$ cat config.mk
export PLATFORM = sky130hd
export DESIGN_NAME = host_switch_ctrl_flat
export DESIGN_NICKNAME = d
export VERILOG_FILES = /design/src/rtl/host_switch_ctrl_if.sv /design/src/rtl/host_switch_ctrl.sv /design/src/flat_wrapper.sv
export SDC_FILE = /design/constraint.sdc
export NUM_CORES = 1
export LEC_CHECK = 0
export CORE_ASPECT_RATIO = 0.8
export CORE_MARGIN = 3
export CORE_UTILIZATION = 55
export CTS_CLUSTER_SIZE = 25
export DETAILED_ROUTE_END_ITERATION = 12
export GPL_TIMING_DRIVEN = 0
export PLACE_DENSITY = 0.78
export SLEW_MARGIN = 20
export SYNTH_ARGS = -nofsm -noshare
export SYNTH_HDL_FRONTEND = slang
export SYNTH_SLANG_ARGS = --single-unit
$ cat constraint.sdc
create_clock -name clk -period 2.8 [get_ports clk]
set_input_delay 0.7 -clock clk [delete_from_list [all_inputs] [get_ports clk]]
set_output_delay 0.7 -clock clk [all_outputs]
set_load 0.01 [all_outputs]
$ cat src/rtl/host_switch_ctrl_if.sv
// host_switch_ctrl_if: heartbeat, command and host-selection signals between the decoder/board and host_switch_ctrl
interface host_switch_ctrl_if;
  logic       hb_a;
  logic       hb_b;
  logic       force_swi;
  logic       com_swi;
  logic       reset_A;
  logic       reset_B;
  logic       power_on_A;
  logic       power_on_B;
  logic       switch;
  logic       alive_a;
  logic       alive_b;
  logic       swi_event;
  logic [7:0] fail_cnt;
  logic       hold;
  modport master (
    output hb_a, hb_b, force_swi, com_swi, reset_A, reset_B, power_on_A, power_on_B,
    input  switch, alive_a, alive_b, swi_event, fail_cnt, hold
  );
  modport slave (
    input  hb_a, hb_b, force_swi, com_swi, reset_A, reset_B, power_on_A, power_on_B,
    output switch, alive_a, alive_b, swi_event, fail_cnt, hold
  );
endinterface

$ cat src/rtl/host_switch_ctrl.sv
// host_switch_ctrl: picks CPU A or B as host from heartbeat health, forced commands and a post-switch holdoff
module host_switch_ctrl #(
  parameter logic [31:0] HB_TIMEOUT = 32'd50_000_000,
  parameter logic [31:0] HOLDOFF    = 32'd1_000_000,
  parameter int          CNT_W      = 32
) (
  input  logic           clk,
  input  logic           rst_n,
  host_switch_ctrl_if.slave bus
);
  // state encoding is {hold, switch} so both outputs come straight off the state flops
  typedef enum logic [1:0] {HOST_A = 2'b00, HOST_B = 2'b01, HOLD_A = 2'b10, HOLD_B = 2'b11} state_t;
  localparam logic [CNT_W-1:0] C_TO = CNT_W'(HB_TIMEOUT);
  localparam logic [CNT_W-1:0] C_HL = CNT_W'(HOLDOFF - 32'd1);
  logic [1:0]       r_s1, r_s2, r_s3, r_alive;
  logic [CNT_W-1:0] r_wd [2];
  logic [1:0]       w_hb, w_edge, w_pwr, w_rrst;
  state_t           r_state, w_next;
  logic [CNT_W-1:0] r_hcnt, w_hcnt;
  logic [7:0]       r_fail;
  logic             r_evt, w_fo, w_cur_alive, w_oth_alive;
  assign w_hb   = {bus.hb_b, bus.hb_a};
  assign w_pwr  = {bus.power_on_B, bus.power_on_A};
  assign w_rrst = {bus.reset_B, bus.reset_A};
  assign w_edge = r_s2 ^ r_s3;
  always_ff @(posedge clk or negedge rst_n)
    if (!rst_n) begin
      r_s1    <= '0;
      r_s2    <= '0;
      r_s3    <= '0;
      r_alive <= '0;
      r_wd    <= '{default: '0};
    end else begin
      r_s1 <= w_hb;
      r_s2 <= r_s1;
      r_s3 <= r_s2;
      for (int i = 0; i < 2; i++) begin
        r_wd[i]    <= w_edge[i] ? '0 : (r_wd[i] < C_TO) ? r_wd[i] + 1'b1 : r_wd[i];
        r_alive[i] <= (r_wd[i] < C_TO) & w_pwr[i] & ~w_rrst[i];
      end
    end
  assign w_cur_alive = r_alive[r_state[0]];
  assign w_oth_alive = r_alive[~r_state[0]];
  always_comb begin
    w_next = r_state;
    w_hcnt = '0;
    w_fo   = 1'b0;
    if (bus.force_swi)
      w_next = state_t'({1'b1, bus.com_swi});
    else if (r_state[1]) begin
      w_hcnt = (r_hcnt == C_HL) ? '0 : r_hcnt + 1'b1;
      w_next = (r_hcnt == C_HL) ? state_t'({1'b0, r_state[0]}) : r_state;
    end else if (!w_cur_alive && w_oth_alive) begin
      w_next = state_t'({1'b1, ~r_state[0]});
      w_fo   = 1'b1;
    end
  end
  always_ff @(posedge clk or negedge rst_n)
    if (!rst_n) begin
      r_state <= HOST_A;
      r_hcnt  <= '0;
      r_fail  <= '0;
      r_evt   <= 1'b0;
    end else begin
      r_state <= w_next;
      r_hcnt  <= w_hcnt;
      r_evt   <= w_next[0] ^ r_state[0];
      r_fail  <= (w_fo && r_fail != 8'hFF) ? r_fail + 8'd1 : r_fail;
    end
  assign bus.switch    = r_state[0];
  assign bus.hold      = r_state[1];
  assign bus.swi_event = r_evt;
  assign bus.fail_cnt  = r_fail;
  assign bus.alive_a   = r_alive[0];
  assign bus.alive_b   = r_alive[1];
endmodule

$ cat src/flat_wrapper.sv
// flat-port wrapper written by rule: the top's interface ports become plain ports
module host_switch_ctrl_flat 
#(
  parameter logic [31:0] HB_TIMEOUT = 32'd50_000_000,
  parameter logic [31:0] HOLDOFF    = 32'd1_000_000,
  parameter int          CNT_W      = 32
)
  (clk, rst_n, bus_hb_a, bus_hb_b, bus_force_swi, bus_com_swi, bus_reset_A, bus_reset_B, bus_power_on_A, bus_power_on_B, bus_switch, bus_alive_a, bus_alive_b, bus_swi_event, bus_fail_cnt, bus_hold);
  host_switch_ctrl_if bus_i ();
  input  logic clk;
  input  logic rst_n;
  input wire logic [$bits(bus_i.hb_a)-1:0] bus_hb_a;
  input wire logic [$bits(bus_i.hb_b)-1:0] bus_hb_b;
  input wire logic [$bits(bus_i.force_swi)-1:0] bus_force_swi;
  input wire logic [$bits(bus_i.com_swi)-1:0] bus_com_swi;
  input wire logic [$bits(bus_i.reset_A)-1:0] bus_reset_A;
  input wire logic [$bits(bus_i.reset_B)-1:0] bus_reset_B;
  input wire logic [$bits(bus_i.power_on_A)-1:0] bus_power_on_A;
  input wire logic [$bits(bus_i.power_on_B)-1:0] bus_power_on_B;
  output wire logic [$bits(bus_i.switch)-1:0] bus_switch;
  output wire logic [$bits(bus_i.alive_a)-1:0] bus_alive_a;
  output wire logic [$bits(bus_i.alive_b)-1:0] bus_alive_b;
  output wire logic [$bits(bus_i.swi_event)-1:0] bus_swi_event;
  output wire logic [$bits(bus_i.fail_cnt)-1:0] bus_fail_cnt;
  output wire logic [$bits(bus_i.hold)-1:0] bus_hold;
  assign bus_i.hb_a = bus_hb_a;
  assign bus_i.hb_b = bus_hb_b;
  assign bus_i.force_swi = bus_force_swi;
  assign bus_i.com_swi = bus_com_swi;
  assign bus_i.reset_A = bus_reset_A;
  assign bus_i.reset_B = bus_reset_B;
  assign bus_i.power_on_A = bus_power_on_A;
  assign bus_i.power_on_B = bus_power_on_B;
  assign bus_switch = bus_i.switch;
  assign bus_alive_a = bus_i.alive_a;
  assign bus_alive_b = bus_i.alive_b;
  assign bus_swi_event = bus_i.swi_event;
  assign bus_fail_cnt = bus_i.fail_cnt;
  assign bus_hold = bus_i.hold;
  host_switch_ctrl #(.HB_TIMEOUT(HB_TIMEOUT), .HOLDOFF(HOLDOFF), .CNT_W(CNT_W)) u_core (.clk(clk), .rst_n(rst_n), .bus(bus_i));
endmodule
==> results.py, run 1 <==
metrics = {
    "sta": {
        "period_minus_slack_ns": 2.53,
        "finalSetupTns_ns": 0,
        "hold-worst-slack_ns": 0.216,
        "max_slew.worst_pin.slew_ns": 1.00,
        "slew_headroom_pct": 32.7,
        "slew_violations": 0,
        "max_freq_mhz": 396,
        "fin_worst_skew_ns": 0.00959,
        "rsz0062_at_grt": "false",
        "final-hold-violation-count": 0,
        "setup_viol": 0,
        "fin_ws_ns": 0.272,
        "finalCritPeriodShare_pct": 90.3,
    },
    "drt": {
        "routed_wl_um": 13100,
        "vias_per_cell": 6.28,
        "ant_nets": 0,
        "drc": 0,
        "wl_per_cell_um": 17.1,
        "dr_total_vias": 4805,
        "drt-initial-drc-count": 579,
        "drt-pass1-iter-count": 5,
    },
    "logic_synthesis": {
        "netlist.area_leader.share_pct": 50.5,
        "yosysSeqAreaShare_pct": 50.5,
        "ys_types": 45,
        "synth_top_cell_by_area": "dfrtp_1",
        "synth_ff_type": "dfrtp_1",
        "synth_seq_cells": 115,
        "synth_area_per_cell_um2": 9.93,
        "synthTopCellsByArea": "dfrtp_1 (51%), xor2_1 (4.6%), or4_1 (4.1%)",
        "yosys_warnings": 0,
        "async_flop_share_pct": 100,
        "syn-num-nets": 588,
        "synth_edf_count": 0,
        "synthCells": 574,
        "synth_area_um2": 5700,
    },
    "placement": {
        "gp_congestion": 0.839,
        "dp_hpwl_um": 8430,
        "io_buffers": 22,
        "place_ws_ns": 0.350,
    },
    "clock_network": {
        "postCtsSetupRepairBufs": 0,
        "htreeDepth": 4,
        "cts_sinks": 115,
        "cts_root_buffer": "clkbuf_16",
        "tritoncts": "yes",
        "cts_buffers": 17,
        "clk_path_buf_depth": 2,
        "clk_latency_ns": 0.41,
        "clk_pin_slew_worst_paths_ns": 0.05,
        "holdBufCountCts": 0,
        "cts_resized": 0,
    },
    "final_layout": {
        "diodes": 0,
        "area_growth_pct": 18.8,
        "fin_util_pct": 68.7,
        "nNetsFinal": 630,
        "drive_gt1_share_pct": 6.68,
        "layout_common_cells": "dfrtp_1 (115), nor2_1 (52), a21oi_1 (40)",
        "final_common_cell": "dfrtp_1",
    },
    "worst_setup_path": {
        "cp.arrival_ns": 2.80,
        "cp_slowest_stage_delay_ns": 0.57,
        "path_class": "flop to flop",
        "crit_chain": "or4_4 > a2111oi_2 > a22oi_2 > buf_6 > clkbuf_1 > o31ai_1 > a21oi_1",
        "crit_fanout": 10,
        "critPathSlowestCell": "or4_4",
        "crit_required_ns": 3.07,
        "crit_path_start_kind": "flop",
        "cp-end-kind": "flop",
        "ff2ff_setup_slack_ns": 0.27,
    },
    "floorplan": {
        "die_w_um": 120,
        "fp-row-count": 32,
        "start_util_pct": 57.9,
        "coreArea_um2": 9850,
        "die_height_um": 97.0,
        "ios": 23,
        "die_area_um2": 11600,
    },
    "power_and_ir_drop": {
        "power.density_nw_per_um2": 632,
        "vdd_ir_drop_max_uv": 522,
        "cellLeakagePower_nw": 2.79,
        "total_power_w": 0.00428,
    },
    "global_route": {
        "antenna_found_initial": 0,
        "grt_pass1_vias": 4914,
        "grt_usage_pct": 23.9,
        "grt_max_degree": 73,
        "grt_pass1_wl_um": 22800,
        "grt-ovfl-total": 0,
    },
    "min_path": {
        "worstHoldPathType": "input port to asynchronous set/reset pin",
    },
    "status": {
        "status": "finished clean",
    },
    "job": {
        "max_cap_violations": 0,
    },
}
[kinds of logic (layout without fill, tap and decap cells)]
| group | after synthesis | in the layout | synth area share [%] |
|---|---|---|---|
| AOI/OAI and AO/OA | 108 | 108 | 12.5 |
| xor gates and xnor gates | 44 | 44 | 6.76 |
| adders and majority gates | 4 | 4 | 0.878 |
| buffers and inverters | 31 | 86 | 2.44 |
| DFF | 115 | 115 | 50.5 |
| muxes | 3 | 3 | 0.549 |
| and+or+nand+nor | 269 | 269 | 26.3 |
[worst paths after layout]
check                                 from                endpoint  cells after the start
max                        u_core.r_wd[28]         u_core.r_wd[19]                      7
max in group asynchronous            rst_n         u_core.r_wd[35]                      2
min reg2reg                 u_core.r_s1[0]          u_core.r_s2[0]                      0
max reg2reg                u_core.r_wd[28]         u_core.r_wd[19]                      7
min in group clk            u_core.r_s1[0]          u_core.r_s2[0]                      0
min                                  rst_n  u_core.bus.fail_cnt[2]                      1
[cells in the mapped netlist (all sizes together), types with 4 or more instances]
library cell	n
and3	15
clkbuf	19
nor4	10
xor2	30
ha	4
and4	11
nand4	26
nor3	7
o21ai	16
a21oi	41
xnor2	14
nand3	38
nor2	52
nand2	37
dfrtp	115
or4	33
inv	5
a31oi	4
o31ai	27
a41o	5
or3	14
and2	15
buf	7
[worst max-delay path, delay by kind of cell, from the launching register on]
family | cells | cell delay [ns]
AO/OA/AOI/OAI | 4 | 1.02
AND/OR/NAND/NOR | 1 | 0.57
buffers and inverters | 2 | 0.43
flip-flops | 1 | 0.38
[layer usage]
metal	GRT usage, %	vias to the layer above	wire length [um]
met2	37.3	195	6220
li1	-	2242	-
met1	31.8	2355	5910
met4	8.89	0	119
met5	0	-	0
met3	7.01	13	824
[state kept, by name, indices dropped and copies added (netlist names)]
signal and flops:
u_core.r_alive 2, u_core.bus.swi_event 1, u_core.r_s2 2, u_core.r_wd 64, u_core.r_hcnt 32, u_core.bus.fail_cnt 8
u_core.r_s1 2, u_core.r_state 2, u_core.r_s3 2
[power by group]
part | switching [W] | internal (W) | leakage (nW) | total, W
Sequential | 0.0000278 | 0.00169 | 1.57 | 0.00172
Combinational | 0.000123 | 0.0000631 | 0.907 | 0.000186
Clock | 0.000729 | 0.00165 | 0.313 | 0.00237
Total | 0.000879 | 0.00340 | 2.79 | 0.00428
[area by class of cell]
cell class	instances	area [um2]
Clock buffer	23	478
Fill cell	731	3080
Inverter	5	18.8
Tap cell	136	170
Clock inverter	9	175
Timing Repair Buffer	23	249
Multi-Input combinational cell	428	2680
Buffer	26	120
Sequential cell	115	2880
[stage by stage]
step,cells,instance area (um2)
2_1_floorplan,574,5700
3_3_place_gp,732,6090
3_5_place_dp,733,6120
4_1_cts,765,6770
5_1_grt,765,6770
6_report,765,6770
Note: power is estimated with default switching activity, not from simulation.
==> run 2, diff against run 1 <==
--- a/config.mk
+++ b/config.mk
@@ -5,6 +5,7 @@
 export SDC_FILE = /design/constraint.sdc
 export NUM_CORES = 1
 export LEC_CHECK = 0
+export ABC_CLOCK_PERIOD_IN_PS = 2800
 export CORE_ASPECT_RATIO = 0.8
 export CORE_MARGIN = 3
 export CORE_UTILIZATION = 55
@@ -12,6 +13,7 @@
 export DETAILED_ROUTE_END_ITERATION = 12
 export GPL_TIMING_DRIVEN = 0
 export PLACE_DENSITY = 0.78
+export SKIP_CTS_REPAIR_TIMING = 1
 export SLEW_MARGIN = 20
 export SYNTH_ARGS = -nofsm -noshare
 export SYNTH_HDL_FRONTEND = slang
==> results of run 2 <==
Final layout, timing and power as in run 1 (identical DEF).
